==> src/rtl/sprite_pkg.sv <==
// ---------------------------------------------------------------------------
// sprite_pkg
// Shared types and constants for the sprite renderer.
//   anim_state_t : animation sequencer states (IDLE / PLAY / HOLD)
//   rgb444_t     : packed 4-bit-per-channel pixel colour
//   PIPE_LATENCY : cycles from scan coordinate in to registered pixel out
//   paletteEntry : fixed 8-entry colour table used by sprite_palette
// ---------------------------------------------------------------------------
package sprite_pkg;

    typedef enum logic [1:0] {
        IDLE = 2'd0,
        PLAY = 2'd1,
        HOLD = 2'd2
    } anim_state_t;

    typedef struct packed {
        logic [3:0] red;
        logic [3:0] green;
        logic [3:0] blue;
    } rgb444_t;

    localparam int PIPE_LATENCY = 3;

    // Colour table shared by every sprite. Entry 0 is black because it is
    // normally the transparent index and should never reach the screen.
    function automatic rgb444_t paletteEntry(input logic [2:0] idx);
        rgb444_t c;
        case (idx)
            3'd0:    c = '{red: 4'h0, green: 4'h0, blue: 4'h0};
            3'd1:    c = '{red: 4'hF, green: 4'h0, blue: 4'h0};
            3'd2:    c = '{red: 4'h0, green: 4'hF, blue: 4'h0};
            3'd3:    c = '{red: 4'h0, green: 4'h0, blue: 4'hF};
            3'd4:    c = '{red: 4'hF, green: 4'hF, blue: 4'h0};
            3'd5:    c = '{red: 4'hF, green: 4'h8, blue: 4'h0};
            3'd6:    c = '{red: 4'h0, green: 4'hF, blue: 4'hF};
            default: c = '{red: 4'hF, green: 4'hF, blue: 4'hF};
        endcase
        return c;
    endfunction

endpackage

==> src/rtl/sprite_palette.sv <==
// ---------------------------------------------------------------------------
// sprite_palette
// Combinational palette lookup: ROM palette index -> RGB444 colour.
// Only the low three index bits select a colour, so wider index widths
// repeat the 8-entry table.
// Ports:
//   i_idx  in  IDX_W  palette index read from the sprite ROM
//   o_rgb  out 12     colour for that index
// ---------------------------------------------------------------------------
module sprite_palette
    import sprite_pkg::*;
#(
    parameter int IDX_W = 3
) (
    input  logic [IDX_W-1:0] i_idx,
    output rgb444_t          o_rgb
);

    logic [IDX_W+2:0] w_idxExt;
    logic [2:0]       w_sel;
    logic             w_unused;

    // Zero-extend so the 3-bit table select is legal for any index width.
    assign w_idxExt = {3'b000, i_idx};
    assign w_sel    = w_idxExt[2:0];
    assign w_unused = ^w_idxExt[IDX_W+2:3];

    always_comb begin
        o_rgb = paletteEntry(w_sel);
    end

endmodule

==> src/rtl/sprite_animator.sv <==
// ---------------------------------------------------------------------------
// sprite_animator
// Places one animated sprite at a programmable screen position. Each scan
// coordinate is hit-tested, turned into an address into an external
// synchronous sprite ROM, and the returned palette index is mapped to RGB444
// and registered. An IDLE/PLAY/HOLD sequencer steps through the animation
// frames on vertical-frame ticks, in loop or one-shot mode.
//
// Build option: define SPRITE_FLIP_EN to enable horizontal mirroring through
// the flip input. Without it the flip port is still present but ignored and
// no mirror logic is built.
//
// Ports:
//   vga_clk        in   pixel clock, all logic on posedge
//   reset          in   asynchronous, active-high
//   draw_x/draw_y  in   current scan coordinate
//   blank          in   1 = visible region
//   frame_tick     in   one pulse per video frame
//   pos_x/pos_y    in   sprite top-left corner
//   flip           in   horizontal mirror (SPRITE_FLIP_EN builds only)
//   anim_start     in   restart animation at frame 0
//   anim_loop      in   1 = loop, 0 = one-shot
//   rom_addr       out  registered address to the sprite ROM
//   rom_q          in   ROM data, one cycle after rom_addr
//   red/green/blue out  registered pixel colour
//   pixel_on       out  visible, inside the sprite and opaque
//   anim_busy      out  animation is playing
//   anim_done      out  one-cycle pulse when a one-shot run completes
// Pipeline: S1 address/hit/blank, S2 ROM read, S3 palette register; a pixel
// presented in cycle k appears on the colour outputs in cycle k+3.
// ---------------------------------------------------------------------------
module sprite_animator
    import sprite_pkg::*;
#(
    parameter  int SPR_W       = 64,
    parameter  int SPR_H       = 128,
    parameter  int FRAMES      = 4,
    parameter  int IDX_W       = 3,
    parameter  int FRAME_TICKS = 8,
    parameter  int TRANSP_IDX  = 0,
    parameter  int COORD_W     = 10,
    localparam int ADDR_W      = $clog2(FRAMES * SPR_W * SPR_H)
) (
    input  logic               vga_clk,
    input  logic               reset,
    input  logic [COORD_W-1:0] draw_x,
    input  logic [COORD_W-1:0] draw_y,
    input  logic               blank,
    input  logic               frame_tick,
    input  logic [COORD_W-1:0] pos_x,
    input  logic [COORD_W-1:0] pos_y,
    input  logic               flip,
    input  logic               anim_start,
    input  logic               anim_loop,
    output logic [ADDR_W-1:0]  rom_addr,
    input  logic [IDX_W-1:0]   rom_q,
    output logic [3:0]         red,
    output logic [3:0]         green,
    output logic [3:0]         blue,
    output logic               pixel_on,
    output logic               anim_busy,
    output logic               anim_done
);

    localparam int FRM_W  = (FRAMES > 1)      ? $clog2(FRAMES)      : 1;
    localparam int TICK_W = (FRAME_TICKS > 1) ? $clog2(FRAME_TICKS) : 1;
    localparam int COL_W  = (SPR_W > 1)       ? $clog2(SPR_W)       : 1;
    localparam int ROW_W  = (SPR_H > 1)       ? $clog2(SPR_H)       : 1;

    // Animation sequencer state
    anim_state_t       r_state;
    anim_state_t       w_nextState;
    logic [FRM_W-1:0]  r_frame;
    logic [FRM_W-1:0]  w_nextFrame;
    logic [TICK_W-1:0] r_tick;
    logic [TICK_W-1:0] w_nextTick;
    logic              r_done;
    logic              w_nextDone;

    // Address generation
    logic [COORD_W:0]  w_dx;
    logic [COORD_W:0]  w_dy;
    logic [COORD_W:0]  w_xEnd;
    logic [COORD_W:0]  w_yEnd;
    logic              w_hit;
    logic [COL_W-1:0]  w_col;
    logic [ADDR_W-1:0] w_addr;
    logic              w_unused;

    // Pipeline registers
    logic [ADDR_W-1:0] r_romAddr;
    logic              r_hit1;
    logic              r_blank1;
    logic              r_hit2;
    logic              r_blank2;
    rgb444_t           r_rgb;
    logic              r_pixelOn;
    rgb444_t           w_palRgb;
    logic              w_opaque;

    // -----------------------------------------------------------------------
    // Hit test and ROM address.
    // -----------------------------------------------------------------------

    // One extra bit on every coordinate so a sprite near the right/bottom
    // edge never wraps round to column/row zero.
    assign w_dx   = {1'b0, draw_x} - {1'b0, pos_x};
    assign w_dy   = {1'b0, draw_y} - {1'b0, pos_y};
    assign w_xEnd = {1'b0, pos_x} + (COORD_W+1)'(SPR_W);
    assign w_yEnd = {1'b0, pos_y} + (COORD_W+1)'(SPR_H);

    assign w_hit = ({1'b0, draw_x} >= {1'b0, pos_x}) && ({1'b0, draw_x} < w_xEnd) &&
                   ({1'b0, draw_y} >= {1'b0, pos_y}) && ({1'b0, draw_y} < w_yEnd);

`ifdef SPRITE_FLIP_EN
    assign w_col = flip ? (COL_W'(SPR_W - 1) - w_dx[COL_W-1:0]) : w_dx[COL_W-1:0];
`else
    assign w_col = w_dx[COL_W-1:0];
`endif

    // Only the in-sprite offset bits matter once the hit test has passed.
    assign w_unused = ^{flip, w_dx[COORD_W:COL_W], w_dy[COORD_W:ROW_W]};

    // Frames are stored back-to-back, each one a full row-major sprite image.
    assign w_addr = w_hit ? (ADDR_W'(r_frame) * ADDR_W'(SPR_W * SPR_H) +
                             ADDR_W'(w_dy[ROW_W-1:0]) * ADDR_W'(SPR_W) +
                             ADDR_W'(w_col))
                          : '0;

    // -----------------------------------------------------------------------
    // Animation sequencer: state register.
    // -----------------------------------------------------------------------
    always_ff @(posedge vga_clk or posedge reset) begin
        if (reset) begin
            r_state <= IDLE;
            r_frame <= '0;
            r_tick  <= '0;
            r_done  <= 1'b0;
        end else begin
            r_state <= w_nextState;
            r_frame <= w_nextFrame;
            r_tick  <= w_nextTick;
            r_done  <= w_nextDone;
        end
    end

    // -----------------------------------------------------------------------
    // Animation sequencer: next state. A start request wins over a tick in
    // the same cycle; the loop mode is only consulted when the last frame
    // runs out.
    // -----------------------------------------------------------------------
    always_comb begin
        w_nextState = r_state;
        w_nextFrame = r_frame;
        w_nextTick  = r_tick;
        w_nextDone  = 1'b0;
        if (anim_start) begin
            w_nextState = PLAY;
            w_nextFrame = '0;
            w_nextTick  = '0;
        end else begin
            case (r_state)
                IDLE: begin
                    w_nextFrame = '0;
                    w_nextTick  = '0;
                end
                PLAY: begin
                    if (frame_tick) begin
                        if (r_tick == TICK_W'(FRAME_TICKS - 1)) begin
                            w_nextTick = '0;
                            if (r_frame == FRM_W'(FRAMES - 1)) begin
                                if (anim_loop) begin
                                    w_nextFrame = '0;
                                end else begin
                                    w_nextState = HOLD;
                                    w_nextDone  = 1'b1;
                                end
                            end else begin
                                w_nextFrame = r_frame + FRM_W'(1);
                            end
                        end else begin
                            w_nextTick = r_tick + TICK_W'(1);
                        end
                    end
                end
                HOLD: begin
                    w_nextFrame = r_frame;
                end
                default: begin
                    w_nextState = IDLE;
                    w_nextFrame = '0;
                    w_nextTick  = '0;
                end
            endcase
        end
    end

    // -----------------------------------------------------------------------
    // Animation sequencer: outputs.
    // -----------------------------------------------------------------------
    always_comb begin
        anim_busy = (r_state == PLAY);
        anim_done = r_done;
    end

    // -----------------------------------------------------------------------
    // S1: register the ROM address together with the hit and blank flags of
    // the same pixel.
    // -----------------------------------------------------------------------
    always_ff @(posedge vga_clk or posedge reset) begin
        if (reset) begin
            r_romAddr <= '0;
            r_hit1    <= 1'b0;
            r_blank1  <= 1'b0;
        end else begin
            r_romAddr <= w_addr;
            r_hit1    <= w_hit;
            r_blank1  <= blank;
        end
    end

    // -----------------------------------------------------------------------
    // S2: the external ROM is reading during this stage, so the flags are
    // delayed one more cycle to line up with rom_q.
    // -----------------------------------------------------------------------
    always_ff @(posedge vga_clk or posedge reset) begin
        if (reset) begin
            r_hit2   <= 1'b0;
            r_blank2 <= 1'b0;
        end else begin
            r_hit2   <= r_hit1;
            r_blank2 <= r_blank1;
        end
    end

    sprite_palette #(
        .IDX_W (IDX_W)
    ) u_palette (
        .i_idx (rom_q),
        .o_rgb (w_palRgb)
    );

    assign w_opaque = r_hit2 && r_blank2 && (rom_q != IDX_W'(TRANSP_IDX));

    // -----------------------------------------------------------------------
    // S3: register the final colour; anything outside the sprite, in the
    // blanking interval or transparent is forced to black.
    // -----------------------------------------------------------------------
    always_ff @(posedge vga_clk or posedge reset) begin
        if (reset) begin
            r_rgb     <= '0;
            r_pixelOn <= 1'b0;
        end else begin
            r_rgb     <= w_opaque ? w_palRgb : '0;
            r_pixelOn <= w_opaque;
        end
    end

    assign rom_addr = r_romAddr;
    assign red      = r_rgb.red;
    assign green    = r_rgb.green;
    assign blue     = r_rgb.blue;
    assign pixel_on = r_pixelOn;

endmodule

==> config.mk <==
export PLATFORM = sky130hd
export DESIGN_NAME = sprite_animator
export DESIGN_NICKNAME = d
export VERILOG_FILES = /design/src/rtl/sprite_pkg.sv /design/src/rtl/sprite_palette.sv /design/src/rtl/sprite_animator.sv
export SDC_FILE = /design/constraint.sdc
export NUM_CORES = 1
export LEC_CHECK = 0
export ABC_AREA = 0
export CELL_PAD_IN_SITES_DETAIL_PLACEMENT = 1
export CELL_PAD_IN_SITES_GLOBAL_PLACEMENT = 2
export CORE_UTILIZATION = 26
export CTS_BUF_LIST = sky130_fd_sc_hd__clkbuf_8 sky130_fd_sc_hd__clkbuf_16
export DETAILED_ROUTE_END_ITERATION = 6
export MAX_ROUTING_LAYER = met4
export PLACE_DENSITY_LB_ADDON = 0.15
export SLEW_MARGIN = 10
export SYNTH_ARGS = -nofsm -noshare
export SYNTH_HDL_FRONTEND = slang
export SYNTH_HIERARCHICAL = 1
export SYNTH_SLANG_ARGS = --single-unit
export TNS_END_PERCENT = 50
==> constraint.sdc <==
create_clock -name vga_clk -period 1.2 [get_ports vga_clk]
set_input_delay 0.24 -clock vga_clk [delete_from_list [all_inputs] [get_ports vga_clk]]
set_output_delay 0.24 -clock vga_clk [all_outputs]
set_load 0.01 [all_outputs]
## After elaboration in Yosys (flattened, before gate mapping)

Cells that the tools add are included.

| word-level totals | value |
|---|---|
| output and inout bits | 30 |
| register bits | 40 |
| logic and storage cells | 79 |
| input port bits | 50 |

| cells by class | value |
|---|---|
| eq/ne operators | 17 |
| reductions and logical operators | 12 |
| order comparisons | 4 |
| add/sub/neg operators | 8 |
| muxes and demuxes | 25 |

Operators by type and width:

| operator | number |
|---|---|
| 12-bit case mux with 7 select lines | 1 |
| 10-bit by 11-bit < comparator with 1-bit output | 2 |
| 10-bit >= comparator | 2 |
| 2-bit 2-to-1 mux | 10 |
| 15-bit by 13-bit adder with 15-bit output | 1 |
| 15-bit by 6-bit adder with 15-bit output | 1 |
| 15-bit 2-to-1 mux | 1 |
| 3-bit == test (second input constant) | 4 |
| 12-bit 2-to-1 mux | 1 |
| 10-bit by 7-bit adder with 11-bit output (second input constant) | 1 |
| 10-bit by 8-bit adder with 11-bit output (second input constant) | 1 |
| 3-bit 2-to-1 mux | 3 |
| 2-bit case mux with 2 select lines | 2 |
| 7-bit subtractor | 1 |
| 3-bit by 2-bit == test with 1-bit output (second input constant) | 2 |
| 1-bit 2-to-1 mux | 6 |
| 3-bit by 2-bit inequality test with 1-bit output (second input constant) | 2 |
| 3-bit inequality test (second input constant) | 2 |
| 3-bit case mux with 2 select lines | 1 |
| 6-bit subtractor | 1 |
| 1-bit logical AND | 5 |
| 5-bit AND reduction | 1 |
| 2-bit == test (second input constant) | 2 |
| 4-bit inequality test (second input constant) | 1 |
| 12 further kinds | 12 |

## Longest topological paths before layout

| logic depth | value |
|---|---|
| depth in word-level cells | 6 |
| mapped depth | 10 |

## Hierarchy

The synthesis kept the hierarchy.

Modules (own cells, without submodules):

| module | area each (um2) | seq. area each (um2) | cells an instance | instances |
|---|---|---|---|---|
| sprite_animator | 2464.9 | 1001.0 | 244 | 1 |
| sprite_palette | 106.4 | 0.0 | 15 | 1 |

## Worst setup path before layout

No wires, ideal clock.

| path | value |
|---|---|
| path type | in2reg |
| from | in draw_x[0] |
| to | reg r_romAddr[10] (netlist: rom_addr[10]) |
| path slack | -902 ps |
| arrival | 1982 ps |
| stages | 10 |
| buffers on the path | 1 |
| cells stage by stage | inv_1 > ha_1 > inv_1 > fa_1 > a21o_1 > a21oi_1 > a211oi_1 > o221ai_2 > buf_4 > nor3_2 |

| between the ends | value |
|---|---|
| cells in the longest elaborated chain, start to end | 5 |
| elaborated cells between the ends (all ways) | 8 |
| those cells by class | add/sub: 2; order compare: 2; mux: 1; reduce/logical: 3 |

Ends and longest elaborated chain:

| what | line | text |
|---|---|---|
| from (decl) | sprite_animator.sv:46 | `input logic [COORD_W-1:0] draw_x,` |
| parallel branches: the longest is 4 deep, another holds 15-bit by 6-bit adder with 15-bit output | - |  |
| 15-bit 2-to-1 mux * | sprite_animator.sv:125 | `assign w_addr = w_hit ? (ADDR_W'(r_frame) * ADDR_W'(SPR_W * SPR_H) +` |
| named net w_addr[10] | sprite_animator.sv:87 | `logic [ADDR_W-1:0] w_addr;` |
| to (signal assigned) | sprite_animator.sv:216 | `r_romAddr <= w_addr;` |
| to (decl) | sprite_animator.sv:91 | `logic [ADDR_W-1:0] r_romAddr;` |

Mark *: on every way through the listed nets, which the timed path passes.
A chain may end at the register's enable or synchronous reset.

## Worst setup path in the final report

| path | value |
|---|---|
| from | in pos_y[7] |
| to | reg r_romAddr[9] (netlist: rom_addr[9]) |

| between the ends | value |
|---|---|
| cells in the longest elaborated chain, start to end | 4 |
| elaborated cells between the ends (all ways) | 6 |
| those cells by class | add/sub: 1; order compare: 2; mux: 1; reduce/logical: 2 |

Ends and longest elaborated chain:

| what | line | text |
|---|---|---|
| from (decl) | sprite_animator.sv:51 | `input logic [COORD_W-1:0] pos_y,` |
| 10-bit by 8-bit adder with 11-bit output or 10-bit >= comparator (tied branches) | sprite_animator.sv:110, sprite_animator.sv:113 |  |
| 10-bit by 11-bit < comparator with 1-bit output or 1-bit logical AND (tied branches) | sprite_animator.sv:113, sprite_animator.sv:112 |  |
| 1-bit logical AND * | sprite_animator.sv:113 | `({1'b0, draw_y} >= {1'b0, pos_y}) && ({1'b0, draw_y} < w_yEnd);` |
| 15-bit 2-to-1 mux * | sprite_animator.sv:125 |  |
| named net w_addr[9] | sprite_animator.sv:87 |  |

Mark *: on every way through the listed nets, which the timed path passes. The rest lies on a longest branch.

==> qor.txt <==
Logic pwr share - 36.7%
Layout area overhead - 85.06%
final worst setup slack - -0.6099 ns
crit path time final - 1.810 ns
crit-path cells - buf_8 > ha_4 > xnor2_4 > ha_4 > a21oi_2 > a21oi_2 > a311oi_2 > nand3_4 > buf_4 > nor4_2
WHS - 0.3051 ns
status - complete, but fails checks
final hold viol count - 0
Max Slew Vio Count - 0
Critical Path Fanout Max - 8
GRT Util Overall - 15.84%
placed inst area - 3943 µm²
max_cap viols - 0
Synth Register Bits - 40
TritonCTS Sinks - 40
IO buf count - 78
Max Clk Rate - 552.5 MHz
Least-Margin Pin Slew - 0.3528 ns
syn avg cell area - 9.927 µm²
RSZ-0062 raised after global routing - yes
Worst EP required - 1.40 ns
switching power - 0.001182 W
drt via density - 4.482
Synth Area in Adders - 18.00%
share of layout cells above drive strength 1 - 50.74%
Clock Path Buffers - 2
Detailed Route Iter0 Violations - 30
simple-gate area share of the yosys netlist - 18.30%
Leak - 2.170 nW
number of global-route vias before repair - 2570
Final period util - 150.8%
mux cell area share after synthesis - 0%
initial antenna violation count - 0
Sequential cell area - 1001 µm²
EDFF count, synth - 0
hold crit path type - input pin to asynchronous set/reset pin
Seq pwr share - 34.8%
CTS Hold Bufs - 0
Synth Area in XOR/XNOR - 2.725%
DR pass1 iterations - 4
largest family of logic cells by synthesized area - simple AND/OR/NAND/NOR gates
Synth cell types - 45
failing checks - setup timing
Compound-Gate Fraction of Synth Area - 13.87%
dpl hpwl - 5401 µm
Rel. slew slack - 76.40%
# fillers - 1028
Core Area - 9415 µm²
Cell Pwr Density - 852.5 nW/µm²
synthesis warning total - 6
largest net degree at the start of global routing - 41
clock power share - 28.6%
Ports - 80
final cell count without fillers - 537
sw frac - 29.14%
Routability Congestion - 0.7501
# setup viols final - 23
ranking of synthesized cells by area - dfrtp_1 (39%), ha_1 (16%), inv_1 (4.8%)
Layout Nets - 491
initial core utilization - 27.31%
vias - 2407
# rows - 35
clock buffer count from CTS - 5
top_reg_cell synth - dfrtp_1
setup TNS - -9.105 ns
Root Driver - clkbuf_8
Routed wire per std cell - 14.09 µm
worst setup path class - input pin to flop
Worst-Skew Late Latency - 0.29 ns
final WL - 7564 µm
die span in x - 101.4 µm
VDD IR max - 0.5217 mV
Yosys top cell by area - dfrtp_1
slowest cell delay on critical path - 0.31 ns
area of the die - 10290 µm²
Yosys top cell area share - 38.93%
clk slew on worst S/H paths - 0.08 ns
ys async rst share - 100.0%
Internal - 0.002875 W
Die H - 101.4 µm
WP data arrival - 2.01 ns
post-synthesis net count - 343
Post-Place Cells - 515
clock skew - 0.007748 ns
total grt overflow - 0
H-tree depth - 2
crit path capture type - flop
number of routed nets with antenna violations - 0
Remaining DRCs - 0
first-pass GRT wire length - 12360 µm
Max stage delay cell, worst path - a311oi_2
CTS tree - done
fin area - 4758 µm²
area occupied by multi-input gates - 1961 µm²
Seq/Total Area, Yosys - 38.93%
CP Launch Type - input pin
cell area after synthesis - 2571 µm²
Mapped Cells - 259
ant diodes - 0
sequential cells by signal, indices dropped and copies added, names as in the netlist, 2 cells and up:
name,cells
r_state,2
blue,4
rom_addr,15
r_frame,2
red,4
r_tick,3
green,4
through the flow:
stage	util [%]	worst slack (ns)	power, W
floorplan	-	-0.7118	0.002005
global placement	41.87	-1.293	0.002538
detailed placement	41.87	-1.369	0.002564
CTS	47.95	-0.5900	0.003982
global route	50.54	-0.6416	0.004301
finish	50.54	-0.6099	0.004057
power groups by stage:
| stage | sequential, W | combinational (W) | clock, W |
|---|---|---|---|
| after floorplan | 0.00144 | 0.000563 | 0 |
| after global placement | 0.00143 | 0.00110 | 0 |
| after detailed placement | 0.00144 | 0.00113 | 0 |
| after CTS | 0.00141 | 0.00137 | 0.00120 |
| after global routing | 0.00142 | 0.00163 | 0.00126 |
| final | 0.00141 | 0.00149 | 0.00116 |
critical path: cells and delay by family:
kind | cells | cell delay, ns
buffers and inverters | 2 | 0.30
adder cells (fa/ha/maj) | 2 | 0.40
XOR/XNOR | 1 | 0.15
AND/OR/NAND/NOR | 2 | 0.39
AO/OA/AOI/OAI | 3 | 0.53
cell usage after synthesis, drive strengths merged (2+ instances only):
| cell | number |
|---|---|
| o31ai | 2 |
| o21ai | 9 |
| nor3b | 2 |
| a21oi | 13 |
| xor2 | 2 |
| nand3b | 2 |
| nand4 | 2 |
| a41oi | 2 |
| nand2 | 10 |
| o21a | 7 |
| nor2 | 13 |
| nor2b | 6 |
| o22ai | 2 |
| a211oi | 2 |
| nor4b | 2 |
| and2 | 12 |
| ha | 32 |
| a21o | 5 |
| nor3 | 13 |
| nand3 | 9 |
| maj3 | 2 |
| buf | 10 |
| xnor2 | 6 |
| dfrtp | 40 |
| and3 | 3 |
| nor4 | 3 |
| fa | 2 |
| inv | 34 |
| a21boi | 2 |
final cells by class:
class | count | area share, %
clock inverters | 2 | 0.8151
flip-flops and latches | 40 | 21.04
multi-input cells | 174 | 41.20
well taps | 129 | 3.392
clock buffers | 6 | 1.735
repair buffers | 152 | 28.82
inverters | 34 | 2.998
layout by cell type, fill, tap and decap left out, drive strengths merged, types with 3 or more instances in the layout:
cell           instances
o21a                   7
ha                    32
nand3                  9
buf                   86
nor4                   3
nor3                  13
and2                  12
clkbuf                13
o21ai                  9
xnor2                  6
and3                   3
a21o                   5
nand2                 10
nor2                  13
dfrtp                 40
inv                   34
nor2b                  6
clkdlybuf4s15         33
clkdlybuf4s50          8
a21oi                 13
dlygate4sd2           18
final timing paths:
check,startpoint,endpoint,slack (ns),cells after the start
max in group asynchronous,reset,rom_addr[4]$_DFF_PP0_,0.70,3
min in group vga_clk,pos_y[0],rom_addr[6]$_DFF_PP0_,0.32,4
hold / removal,reset,anim_done$_DFF_PP0_,0.31,3
setup / recovery,pos_y[7],rom_addr[9]$_DFF_PP0_,-0.61,10
setup reg to reg,r_state[1]$_DFFE_PP0P_,r_tick[1]$_DFFE_PP0P_,-0.09,7
hold reg to reg,r_hit1$_DFF_PP0_,r_hit2$_DFF_PP0_,0.35,0
per-layer routing:
layer	global-route usage, %	part of all wire (%)
met1	17.91	41
met2	29.36	55
met3	2.208	2.7
met4	3.679	1.1
met5	-	0
logic make-up (layout without fill, tap and decap cells):
family / count (synthesis) / count (layout)
AOI/OAI and AO/OA: 52 / 52
xor gates and xnor gates: 8 / 8
adders and majority gates: 36 / 36
buffers and inverters: 45 / 194
DFF: 40 / 40
and+or+nand+nor: 78 / 78
timing repair:
action                                 CTS  global route
gates resized for setup                209            80
setup endpoints to repair               66            43
pin swaps                               62            40
cloned                                   1             0
setup buffers                            5             8
endpoints found under the hold margin    0             0
(Power assumes the default switching activity.)
==> edit: new RTL, same settings <==
Add a define of `SPRITE_FLIP_EN`.
--- a/src/rtl/sprite_animator.sv
+++ b/src/rtl/sprite_animator.sv
@@ -31,2 +31,4 @@
 // ---------------------------------------------------------------------------
+`define SPRITE_FLIP_EN
+
 module sprite_animator
Check against the original RTL: not equivalent (Yosys sat finds a counterexample within 4 cycles, from zero or initial values and one cycle with reset high).
==> edit against the unedited design <==
  * The run still ends with setup timing left
  * Setup slack got worse by 0.13 ns
  * Final area decreased by 3.8%
  * Total power is 2.7% lower
  * Sequential cell count unchanged
  * Die area is 0.57% higher
  * First-iteration DRC count increased by 30%
  * Routed wire length shrank 12%
  * Synthesized area grew 0.58%
  * Via count fell by 2.9%
  * Critical endpoint is now rom_addr[7]
  * Largest cell class unchanged
  * Highest routed layer unchanged
==> edit: results (changes against the unedited design) <==
setup_path:
  crit_start: "pos_x[6]"  # was pos_y[7]
  r2r-start: "r_tick[1]"  # was r_state[1]
  r2r_end: "r_frame[1]"  # was r_tick[1]
  arrival_ns: 2.16  # was 2.01 ns
  r2r_slack_ns: -0.06  # was -0.09 ns
  crit_end: "rom_addr[7]"  # was rom_addr[9]
  reg2regPathDepth: 5  # was 7
clocking:
  cts_buffers: 5  # unchanged
  cts-resized-gates: 148  # was 209
  clk_pin_slew_ns: 0.08  # about the same
  cts-htree-levels: 2  # unchanged
  cts-root-buf: "clkbuf_8"  # unchanged
  insertion_delay_ns: 0.28
  postCtsSetupBuffers: 11  # was 5
placed_design:
  dpl.hpwl_microns: 5220  # was 5400 microns
  gp_congestion: 0.762  # was 0.750
  placed_cell_area_sq_mm: 0.00396  # was 0.00394 sq mm
  pre_cts_ws_ns: -1.38  # was -1.37 ns
  placed_cells: 519  # was 515
  port_buffers: 79  # was 78
finish:
  stdcell_count: 542  # was 537
  drive_gt1_share_pct: 40.1  # was 50.7%
  nets: 492  # was 491
  finalInstanceArea_sq_mm: 0.00458  # was 0.00476 sq mm
timing:
  worstMarginPinSlew_ns: 0.344  # was 0.353 ns
  finalSetupTns_ns: -11.54  # was -9.11 ns
  fin_ws_ns: -0.735  # was -0.610 ns
  finalSetupViolations: 20  # was 23
  skew_ns: 0.00751  # was 0.00775 ns
logic_synthesis:
  synth_area_leaders: "dfrtp_1, ha_1, inv_1"  # unchanged
  synth_commonest_cells: "dfrtp_1, ha_1, inv_1, nor2_1, a21oi_1"  # was dfrtp_1, inv_1, ha_1, a21oi_1, nor2_1
  synthFlopType: "dfrtp_1"  # unchanged
  avgSynthCellArea_sq_um: 9.80  # was 9.93 sq um
  synth_warnings: 6  # unchanged
  synth-xor-area-share_pct: 6.10  # was 2.73%
  synthAdderAreaFrac_pct: 17.9  # was 18.0%
  syn_nets: 348  # was 343
  synth-async-reset-ratio_pct: 100  # unchanged
  synth.distinct_cells: 43  # was 45
  ys_seq_area_share_pct: 38.7  # was 38.9%
  synth_compound_area_share_pct: 13.0  # was 13.9%
drt:
  drt_iter0_markers: 39  # was 30
  avgViaCountPerCell: 4.31  # was 4.48
  firstDrtPassIters: 4  # unchanged
  routed_wirelength_microns: 6650  # was 7560 microns
global_routing:
  grt_pass1_wl_microns: 10700  # was 12400 microns
  grtUsageTotal_pct: 13.7  # was 15.8%
  grt_pass1_vias: 2431  # was 2570
  antenna_found_initial: 0  # unchanged
hold_path:
  hp-class: "in2async"  # unchanged
power_and_ir_drop:
  ir_drop_v: 0.000433  # was 0.000522 V
  power.leakage_nw: 2.21  # was 2.17 nW
run_status:
  status: "finished, violations left"  # unchanged
  violations: "setup timing"  # unchanged
==> edit: cell count changes in the layout (fill, tap and decap cells not counted), moves of 9 or more <==
cell	delta
nor2_4	+14
ha_1	+9
clkdlybuf4s50_1	+17
ha_4	-10
buf_6	-10
clkdlybuf4s15_1	-15
==> edit: logic make-up (layout without fill, tap and decap cells) <==
family,count (synthesis),in the layout
AO/OA/AOI/OAI,47,47
XOR/XNOR,18,18
adder cells (fa/ha/maj),36,36
buffers and inverters,44,189
flip-flops,40,40
AND/OR/NAND/NOR,79,79
==> edit: worst min-delay path by stage <==
stage,cells after the start,slack (ns),end,start
2_1_floorplan,0,0.27,r_blank1,blank
3_3_place_gp,0,0.33,r_hit2,r_hit1
3_5_place_dp,0,0.34,r_blank2,r_blank1
4_1_cts,3,0.32,rom_addr[14],reset
5_1_grt,3,0.34,anim_done,reset
6_report,3,0.31,r_state[1],reset
==> edit: layer usage <==
| layer | track usage, % | routed length, microns |
|---|---|---|
| met2 | 25.7 | 3630 |
| met4 | 5.35 | 129 |
| met1 | 14.6 | 2710 |
| met5 | - | 0 |
| met3 | 1.66 | 181 |
==> edit: worst max-delay path, stage by stage <==
cell       delay [ns]
buf_8            0.10
ha_4             0.16
xnor2_2          0.13
ha_1             0.29
a21oi_1          0.15
nor2b_1          0.06
o21a_1           0.21
a2111oi_4        0.35
o211ai_4         0.17
clkbuf_16        0.21
nor2_4           0.08
==> edit: report_power, final <==
part / internal (mW) / switching [mW]
combinational: 0.738 / 0.622
sequential: 1.40 / 0.0246
clock: 0.733 / 0.429
==> edit: area by class of cell <==
cell class | count | area (sq um)
fillers | 1090 | 5110
multi-input cells | 180 | 1820
repair buffers | 148 | 1340
flip-flops and latches | 40 | 1000
well taps | 133 | 166
inverters | 33 | 126
clock buffers | 7 | 96.3
clock inverters | 1 | 30.0
